### src/rtl/keypad_pkg.sv
// Shared keypad definitions: FSM states, key-to-matrix decode and bounce LFSR taps.
package keypad_pkg;

    typedef enum logic [2:0] {
        ST_IDLE,
        ST_BOUNCE_IN,
        ST_HOLD,
        ST_BOUNCE_OUT,
        ST_GAP
    } kp_state_e;

    // Right-shift Fibonacci form of taps 16,14,13,11: feedback from bits 0,2,3,5.
    localparam logic [15:0] LFSR_TAP_MASK = 16'h002D;

    function automatic logic [1:0] key_col_idx(input logic [3:0] key);
        return key[3:2];
    endfunction

    function automatic logic [1:0] key_row_idx(input logic [3:0] key);
        return key[1:0];
    endfunction

    function automatic logic [15:0] lfsr_next(input logic [15:0] state);
        return {^(state & LFSR_TAP_MASK), state[15:1]};
    endfunction

endpackage

### src/rtl/keypad_matrix_emulator_if.sv
// Command handshake between a key-sequence source and the keypad emulator.
interface keypad_matrix_emulator_if;

    logic        cmd_valid;
    logic        cmd_ready;
    logic [3:0]  cmd_key;
    logic [15:0] cmd_hold;

    modport master (output cmd_valid, output cmd_key, output cmd_hold, input cmd_ready);
    modport slave  (input cmd_valid, input cmd_key, input cmd_hold, output cmd_ready);

endinterface

### src/rtl/bounce_lfsr.sv
// 16-bit bounce-noise LFSR; advances only while enabled, synchronous reset to seed.
module bounce_lfsr
    import keypad_pkg::*;
#(
    parameter logic [15:0] SEED = 16'hACE1
) (
    input  logic clk,
    input  logic reset,
    input  logic en,
    output logic bit_out
);

    logic [15:0] lfsr_q;
    logic [15:0] lfsr_d;

    always_comb begin
        lfsr_d = lfsr_q;
        if (en) lfsr_d = lfsr_next(lfsr_q);
    end

    always_ff @(posedge clk) begin
        if (reset) lfsr_q <= SEED;
        else       lfsr_q <= lfsr_d;
    end

    assign bit_out = lfsr_q[0];

endmodule

### src/rtl/keypad_matrix_emulator.sv
// 4x4 membrane keypad model: scripted key presses with contact bounce, answering column strobes on active-low rows.
//   state      | meaning
//   IDLE       | ready for a command, contact open
//   BOUNCE_IN  | contact follows LFSR noise while the key goes down
//   HOLD       | contact stably closed for max(hold,1) cycles
//   BOUNCE_OUT | contact follows LFSR noise while the key comes up
//   GAP        | contact open; done pulses on the way back to IDLE
module keypad_matrix_emulator
    import keypad_pkg::*;
#(
    parameter int unsigned BOUNCE_CYCLES = 64,
    parameter int unsigned GAP_CYCLES    = 256,
    parameter logic [15:0] LFSR_SEED     = 16'hACE1
) (
    input  logic                            clk,
    input  logic                            reset,
    keypad_matrix_emulator_if.slave         cmd,
    input  logic [3:0]                      col,
    output logic [3:0]                      row,
    output logic                            busy,
    output logic                            done
);

    localparam logic        HAS_BOUNCE  = (BOUNCE_CYCLES != 0);
    localparam logic [15:0] BOUNCE_LOAD = HAS_BOUNCE ? 16'(BOUNCE_CYCLES - 1) : 16'd0;
    localparam logic [15:0] GAP_LOAD    = (GAP_CYCLES != 0) ? 16'(GAP_CYCLES - 1) : 16'd0;

    kp_state_e   state_q, state_d;
    logic [15:0] cnt_q, cnt_d;
    logic [3:0]  key_q, key_d;
    logic [15:0] hold_load_q, hold_load_d;
    logic        contact_q, contact_d;
    logic        done_q, done_d;
    logic        busy_q, busy_d;
    logic        ready_q, ready_d;
    logic        lfsr_en;
    logic        lfsr_bit;
    logic [15:0] hold_load_in;
    logic        cnt_zero;

    bounce_lfsr #(.SEED(LFSR_SEED)) u_lfsr (
        .clk     (clk),
        .reset   (reset),
        .en      (lfsr_en),
        .bit_out (lfsr_bit)
    );

    // A zero hold still closes the contact for one cycle.
    assign hold_load_in = (cmd.cmd_hold == 16'd0) ? 16'd0 : cmd.cmd_hold - 16'd1;
    assign cnt_zero     = (cnt_q == 16'd0);

    always_comb begin
        state_d     = state_q;
        cnt_d       = cnt_q;
        key_d       = key_q;
        hold_load_d = hold_load_q;
        done_d      = 1'b0;
        case (state_q)
            ST_IDLE: begin
                if (cmd.cmd_valid) begin
                    key_d       = cmd.cmd_key;
                    hold_load_d = hold_load_in;
                    if (HAS_BOUNCE) begin
                        state_d = ST_BOUNCE_IN;
                        cnt_d   = BOUNCE_LOAD;
                    end else begin
                        state_d = ST_HOLD;
                        cnt_d   = hold_load_in;
                    end
                end
            end
            ST_BOUNCE_IN: begin
                if (cnt_zero) begin
                    state_d = ST_HOLD;
                    cnt_d   = hold_load_q;
                end else begin
                    cnt_d = cnt_q - 16'd1;
                end
            end
            ST_HOLD: begin
                if (cnt_zero) begin
                    if (HAS_BOUNCE) begin
                        state_d = ST_BOUNCE_OUT;
                        cnt_d   = BOUNCE_LOAD;
                    end else begin
                        state_d = ST_GAP;
                        cnt_d   = GAP_LOAD;
                    end
                end else begin
                    cnt_d = cnt_q - 16'd1;
                end
            end
            ST_BOUNCE_OUT: begin
                if (cnt_zero) begin
                    state_d = ST_GAP;
                    cnt_d   = GAP_LOAD;
                end else begin
                    cnt_d = cnt_q - 16'd1;
                end
            end
            ST_GAP: begin
                if (cnt_zero) begin
                    state_d = ST_IDLE;
                    done_d  = 1'b1;
                end else begin
                    cnt_d = cnt_q - 16'd1;
                end
            end
            default: state_d = ST_IDLE;
        endcase
    end

    // Outputs are decoded from the next state so they line up with state_q.
    always_comb begin
        lfsr_en   = (state_d == ST_BOUNCE_IN) || (state_d == ST_BOUNCE_OUT);
        busy_d    = (state_d != ST_IDLE);
        ready_d   = (state_d == ST_IDLE);
        contact_d = 1'b0;
        case (state_d)
            ST_BOUNCE_IN, ST_BOUNCE_OUT: contact_d = lfsr_bit;
            ST_HOLD:                     contact_d = 1'b1;
            default:                     contact_d = 1'b0;
        endcase
    end

    always_ff @(posedge clk) begin
        if (reset) begin
            state_q     <= ST_IDLE;
            cnt_q       <= 16'd0;
            key_q       <= 4'd0;
            hold_load_q <= 16'd0;
            contact_q   <= 1'b0;
            done_q      <= 1'b0;
            busy_q      <= 1'b0;
            ready_q     <= 1'b1;
        end else begin
            state_q     <= state_d;
            cnt_q       <= cnt_d;
            key_q       <= key_d;
            hold_load_q <= hold_load_d;
            contact_q   <= contact_d;
            done_q      <= done_d;
            busy_q      <= busy_d;
            ready_q     <= ready_d;
        end
    end

    always_comb begin
        row = 4'b1111;
        if (contact_q && !col[key_col_idx(key_q)]) row[key_row_idx(key_q)] = 1'b0;
    end

    assign cmd.cmd_ready = ready_q;
    assign busy          = busy_q;
    assign done          = done_q;

endmodule

### src/flat_wrapper.sv
// flat-port wrapper written by rule: the top's interface ports become plain ports
module keypad_matrix_emulator_flat import keypad_pkg::*;
#(
    parameter int unsigned BOUNCE_CYCLES = 64,
    parameter int unsigned GAP_CYCLES    = 256,
    parameter logic [15:0] LFSR_SEED     = 16'hACE1
)
  (clk, reset, col, row, busy, done, cmd_cmd_valid, cmd_cmd_key, cmd_cmd_hold, cmd_cmd_ready);
  keypad_matrix_emulator_if cmd_i ();
  input  logic clk;
  input  logic reset;
  input  logic [3:0] col;
  output logic [3:0] row;
  output logic busy;
  output logic done;
  input wire logic [$bits(cmd_i.cmd_valid)-1:0] cmd_cmd_valid;
  input wire logic [$bits(cmd_i.cmd_key)-1:0] cmd_cmd_key;
  input wire logic [$bits(cmd_i.cmd_hold)-1:0] cmd_cmd_hold;
  output wire logic [$bits(cmd_i.cmd_ready)-1:0] cmd_cmd_ready;
  assign cmd_i.cmd_valid = cmd_cmd_valid;
  assign cmd_i.cmd_key = cmd_cmd_key;
  assign cmd_i.cmd_hold = cmd_cmd_hold;
  assign cmd_cmd_ready = cmd_i.cmd_ready;
  keypad_matrix_emulator #(.BOUNCE_CYCLES(BOUNCE_CYCLES), .GAP_CYCLES(GAP_CYCLES), .LFSR_SEED(LFSR_SEED)) u_core (.clk(clk), .reset(reset), .cmd(cmd_i), .col(col), .row(row), .busy(busy), .done(done));
endmodule
### config.mk
export PLATFORM = sky130hd
export DESIGN_NAME = keypad_matrix_emulator_flat
export DESIGN_NICKNAME = d
export VERILOG_FILES = /design/src/rtl/keypad_pkg.sv /design/src/rtl/keypad_matrix_emulator_if.sv /design/src/rtl/bounce_lfsr.sv /design/src/rtl/keypad_matrix_emulator.sv /design/src/flat_wrapper.sv
export SDC_FILE = /design/constraint.sdc
export NUM_CORES = 1
export LEC_CHECK = 0
export BUFFER_PORTS_ARGS = -buffer_cell sky130_fd_sc_hd__buf_4
export CAP_MARGIN = 40
export CORE_ASPECT_RATIO = 1.75
export CORE_UTILIZATION = 45
export DETAILED_ROUTE_END_ITERATION = 8
export MAX_ROUTING_LAYER = met4
export PLACE_DENSITY = 0.66
export SLEW_MARGIN = 5
export SYNTH_ARGS = -nofsm -noshare
export SYNTH_HDL_FRONTEND = slang
export SYNTH_SLANG_ARGS = --single-unit
### constraint.sdc
create_clock -name clk -period 2 [get_ports clk]
set_input_delay 0.1 -clock clk [delete_from_list [all_inputs] [get_ports clk]]
set_output_delay 0.1 -clock clk [all_outputs]
set_load 0.02 [all_outputs]
==> results_tabular.tex <==
\begin{tabular}{lr}
\hline
Metric & Value \\
\hline
\multicolumn{2}{l}{\textbf{Yosys}} \\
Post-Syn Area & $\sim$0.0031 sq mm \\
Synth area leader & sky130\_fd\_sc\_hd\_\_dfxtp\_1 \\
Most instantiated library cell after synthesis & sky130\_fd\_sc\_hd\_\_dfxtp\_1 \\
Most frequently used flop master after synthesis & sky130\_fd\_sc\_hd\_\_dfxtp\_1 \\
Total of flip-flops plus latches after synthesis & 59 \\
Number of synthesized flops with an enable pin & 0 \\
Main area contributors after synthesis & sky130\_fd\_sc\_hd\_\_dfxtp\_1 38\%, sky130\_fd\_sc\_hd\_\_nor2\_1 5.5\%, sky130\_fd\_sc\_hd\_\_mux2i\_1 5.1\% \\
Post-synthesis sequential area ratio & 0.3791 \\
Post-synthesis cell type count & just over 60 \\
Synthesized netlist cell count & 357 \\
Synth top area share & 0.3791 \\
Most instantiated cells after synthesis & 59 x sky130\_fd\_sc\_hd\_\_dfxtp\_1, 46 x sky130\_fd\_sc\_hd\_\_nor2\_1, 38 x sky130\_fd\_sc\_hd\_\_nand2\_1 \\
Syn. warnings & 0 \\
Ys async rst share & 0 \\
Synthesized netlist net count & between 300 and 400 \\
Per-instance average area after synthesis & roughly 8.7 sq um \\
\multicolumn{2}{l}{\textbf{Critical path}} \\
Crit path required time & 2.22 ns \\
Worst setup SP type & flop \\
Number of cells on the critical path & 6 \\
Slowest cell delay on critical path & about 0.45 ns \\
Number of cell instances on the worst register-to-register path & 6 \\
Slack of the worst reg-to-reg path & 0.01 ns \\
Worst path buffer plus inverter count & 1 \\
Slowest stage cell on the critical path & sky130\_fd\_sc\_hd\_\_nor4\_4 \\
Endpoint arrival time on the critical path & 2.20 ns \\
Launching instance or port of the critical path & u\_core.cnt\_q[12]\$\_SDFFE\_PP0P\_ \\
Classification of the worst setup path & flop to flop \\
Endpoint of the lowest-slack register-to-register path & u\_core.u\_lfsr.lfsr\_q[3]\$\_SDFFE\_PP0P\_ \\
Maximum net fanout on the critical path & 19 \\
Capture point of the worst path & u\_core.u\_lfsr.lfsr\_q[3]\$\_SDFFE\_PP0P\_ \\
Reg-to-reg startpoint & u\_core.cnt\_q[12]\$\_SDFFE\_PP0P\_ \\
Cells along the critical path & nor4\_4 > and4\_4 > mux2i\_4 > buf\_12 > mux2i\_2 > nor2\_1 \\
Top delay family on crit path & simple AND/OR/NAND/NOR gates \\
Critical Path End Type & flop \\
\multicolumn{2}{l}{\textbf{Global route}} \\
Most Used Layer, Global Route & met2 \\
Fraction of met1 tracks used by global routing & 0.2650 \\
Largest net degree at the start of global routing & 35 \\
Remaining global-route overflow & 0 \\
First-pass GRT wire length & 13280 microns \\
Met2 Track Usage GR & 0.4132 \\
Met3 usage & 0.05081 \\
Number of antenna violations at the first check in global routing & 0 \\
Number of global-route vias before repair & 2806 \\
Overall fraction of global-route tracks in use & 0.2474 \\
\multicolumn{2}{l}{\textbf{Pwr}} \\
Static leakage power & 1.703 nW \\
Worst-case vdd ir drop & 0.8632 mV \\
Power per cell area & about 1600 mW/mm\^{}2 \\
Total power of the final layout & 6.545 mW \\
\multicolumn{2}{l}{\textbf{STA}} \\
Final slew viol count & 0 \\
Worst setup skew after layout & 0.006342 ns \\
Worst Max-Slew Pin Slew & 0.5436 ns \\
Slew HR & 0.6328 \\
Endpoints failing setup & 0 \\
Unrepaired setup endpoints after global routing & yes \\
Period Utilization, post-route & 0.9935 \\
Fmax & 503.3 MHz \\
Final hold vios & 0 \\
Final-layout setup total negative slack & 0 ns \\
Final min period & 1.987 ns \\
\multicolumn{2}{l}{\textbf{Job}} \\
Max-cap violations & 0 \\
\multicolumn{2}{l}{\textbf{Die}} \\
Top-Level Pins & 34 \\
Core Footprint & 0.006588 sq mm \\
Initial cell density of the core & 0.4729 \\
Height of the die & 112.1 microns \\
DIE AREA & 0.007273 sq mm \\
Die outline width & 64.90 microns \\
Placement Rows & 39 \\
\multicolumn{2}{l}{\textbf{Detailed routing}} \\
DRT iter0 DRCs & 136 \\
Count of TritonRoute iterations in the first routing pass & 5 \\
Number of DRC violations after detailed routing & 0 \\
Mean routed wirelength per cell & around 16 microns \\
Number of vias after detailed routing & 2927 \\
Antenna-violating nets left & 0 \\
Final wirelength & 8358 microns \\
Routed vias/inst & 5.618 \\
\multicolumn{2}{l}{\textbf{Finish}} \\
Ant. Diodes & 0 \\
Seq. cell area & 0.001184 sq mm \\
Design area & 0.004198 sq mm \\
Count of fill cells added during filler insertion & 561 \\
Relative area change from synthesis to final layout & 34.74\% \\
Multi-input logic area & 0.001902 sq mm \\
Total Nets Final & 463 \\
Share of post-route cells with drive strength above 1 & 0.3098 \\
\multicolumn{2}{l}{\textbf{Clock network}} \\
Buffer depth of the longest clock path & 2 \\
Sinks on Clock Net & between 50 and 60 \\
Cell chosen for the clock root & sky130\_fd\_sc\_hd\_\_clkbuf\_16 \\
Number of CTS-inserted buffers & 9 \\
TritonCTS clock tree & built \\
Clock H-tree levels & 3 \\
Clock latency of the later-clocked register in the worst-skew pair & 0.33 ns \\
Clk slew on worst S/H paths & approximately 0.050 ns \\
\multicolumn{2}{l}{\textbf{Min path}} \\
Worst min-delay path category & input pin to flop \\
Startpoint of the worst hold path & cmd\_cmd\_key[0] \\
\multicolumn{2}{l}{\textbf{Placed design}} \\
HPWL after detailed placement & $\sim$6000 microns \\
Placed inst area & between 0.003 and 0.004 sq mm \\
Number of port buffers & 33 \\
RD Place Congestion & about 0.91 \\
\multicolumn{2}{l}{\textbf{Status}} \\
Status & complete, no violations \\
\hline
\end{tabular}
[state kept, by name, indices dropped and copies added (netlist names)]
name                  flops
u_core.busy               1
u_core.cmd.cmd_ready      1
u_core.cnt_q             16
u_core.contact_q          1
u_core.done               1
u_core.hold_load_q       16
u_core.key_q              4
u_core.state_q            3
u_core.u_lfsr.lfsr_q     16
[layer usage]
layer	part of all wire	vias up
li1	-	1477
met1	0.40	1377
met2	0.53	49
met3	0.028	24
met4	0.036	0
met5	0	-
[cells in the final DEF (no fill, tap or decap), types with 3 or more instances in the layout]
cell,instances
sky130_fd_sc_hd__a21oi_1,15
sky130_fd_sc_hd__a21oi_2,3
sky130_fd_sc_hd__a221o_1,5
sky130_fd_sc_hd__a22o_1,5
sky130_fd_sc_hd__a22oi_1,7
sky130_fd_sc_hd__a311oi_1,3
sky130_fd_sc_hd__buf_4,74
sky130_fd_sc_hd__buf_6,8
sky130_fd_sc_hd__clkbuf_16,9
sky130_fd_sc_hd__clkinvlp_4,3
sky130_fd_sc_hd__dfxtp_1,57
sky130_fd_sc_hd__inv_1,10
sky130_fd_sc_hd__mux2i_1,14
sky130_fd_sc_hd__nand2_1,35
sky130_fd_sc_hd__nand2_2,3
sky130_fd_sc_hd__nand2b_1,3
sky130_fd_sc_hd__nand3_1,6
sky130_fd_sc_hd__nand3_2,3
sky130_fd_sc_hd__nand3b_1,3
sky130_fd_sc_hd__nand4_1,3
sky130_fd_sc_hd__nor2_1,45
sky130_fd_sc_hd__nor2b_1,3
sky130_fd_sc_hd__nor3_1,17
sky130_fd_sc_hd__nor4_1,6
sky130_fd_sc_hd__o21ai_0,7
sky130_fd_sc_hd__o221a_2,3
sky130_fd_sc_hd__o31ai_1,4
sky130_fd_sc_hd__or3_1,3
sky130_fd_sc_hd__xnor2_1,11
sky130_fd_sc_hd__xor2_1,8
[stage by stage]
stage                     utilization  worst slack [ns]  hold WS (ns)  instances
after detailed placement       0.5660          -0.06502        0.3617        499
after CTS                      0.6154          0.005364       0.01422        517
final                          0.6372           0.01298       0.01865        521
after global placement         0.5660           -0.1042        0.3493        499
after global routing           0.6372           -0.1038       0.02659        521
after floorplan                     -         -0.003037        0.2360        357
[layout make-up]
cell class / count / share of cell area
Multi-Input combinational cell: 268 / 0.4531
Sequential cell: 59 / 0.2820
Timing Repair Buffer: 83 / 0.1586
Clock buffer: 10 / 0.05455
Tap cell: 82 / 0.02444
Clock inverter: 6 / 0.01580
Inverter: 13 / 0.01162
[logic make-up after synthesis]
kind of cell,Yosys count,synth area share
compound gates,78,0.1892
xor+xnor,19,0.05341
fa+ha+maj,2,0.008031
buf+inv,30,0.04739
flops,59,0.3791
mux,17,0.05863
simple gates,152,0.2643
[power breakdown]
group | switching, mW | total (mW) | internal (mW)
registers | 0.320 | 1.84 | 1.52
logic | 1.62 | 3.20 | 1.58
clock network | 0.550 | 1.51 | 0.962
[tightest hold or removal path: stages]
cell,delay [ns]
sky130_fd_sc_hd__buf_4,0.11
sky130_fd_sc_hd__nand2_1,0.05
sky130_fd_sc_hd__a21oi_1,0.05
[how the worst min path moves through the flow]
stage | end | cells past startpoint | slack [ns]
floorplan | u_core.key_q[3]$_SDFFE_PP0P_ | 2 | 0.24
global placement | u_core.key_q[0]$_SDFFE_PP0P_ | 3 | 0.35
detailed placement | u_core.key_q[0]$_SDFFE_PP0P_ | 3 | 0.36
CTS | u_core.key_q[0]$_SDFFE_PP0P_ | 3 | 0.01
global route | u_core.key_q[3]$_SDFFE_PP0P_ | 3 | 0.03
finish | u_core.key_q[0]$_SDFFE_PP0P_ | 3 | 0.02
[repair_timing]
item                                    4_1_cts  5_1_grt
hold buffers                                  0        0
cloned                                        0        0
endpoints found under the setup margin       17       33
resized for setup                             3       27
setup buffers                                 2        5
pin swaps                                     4        5
(Power assumes the default switching activity.)
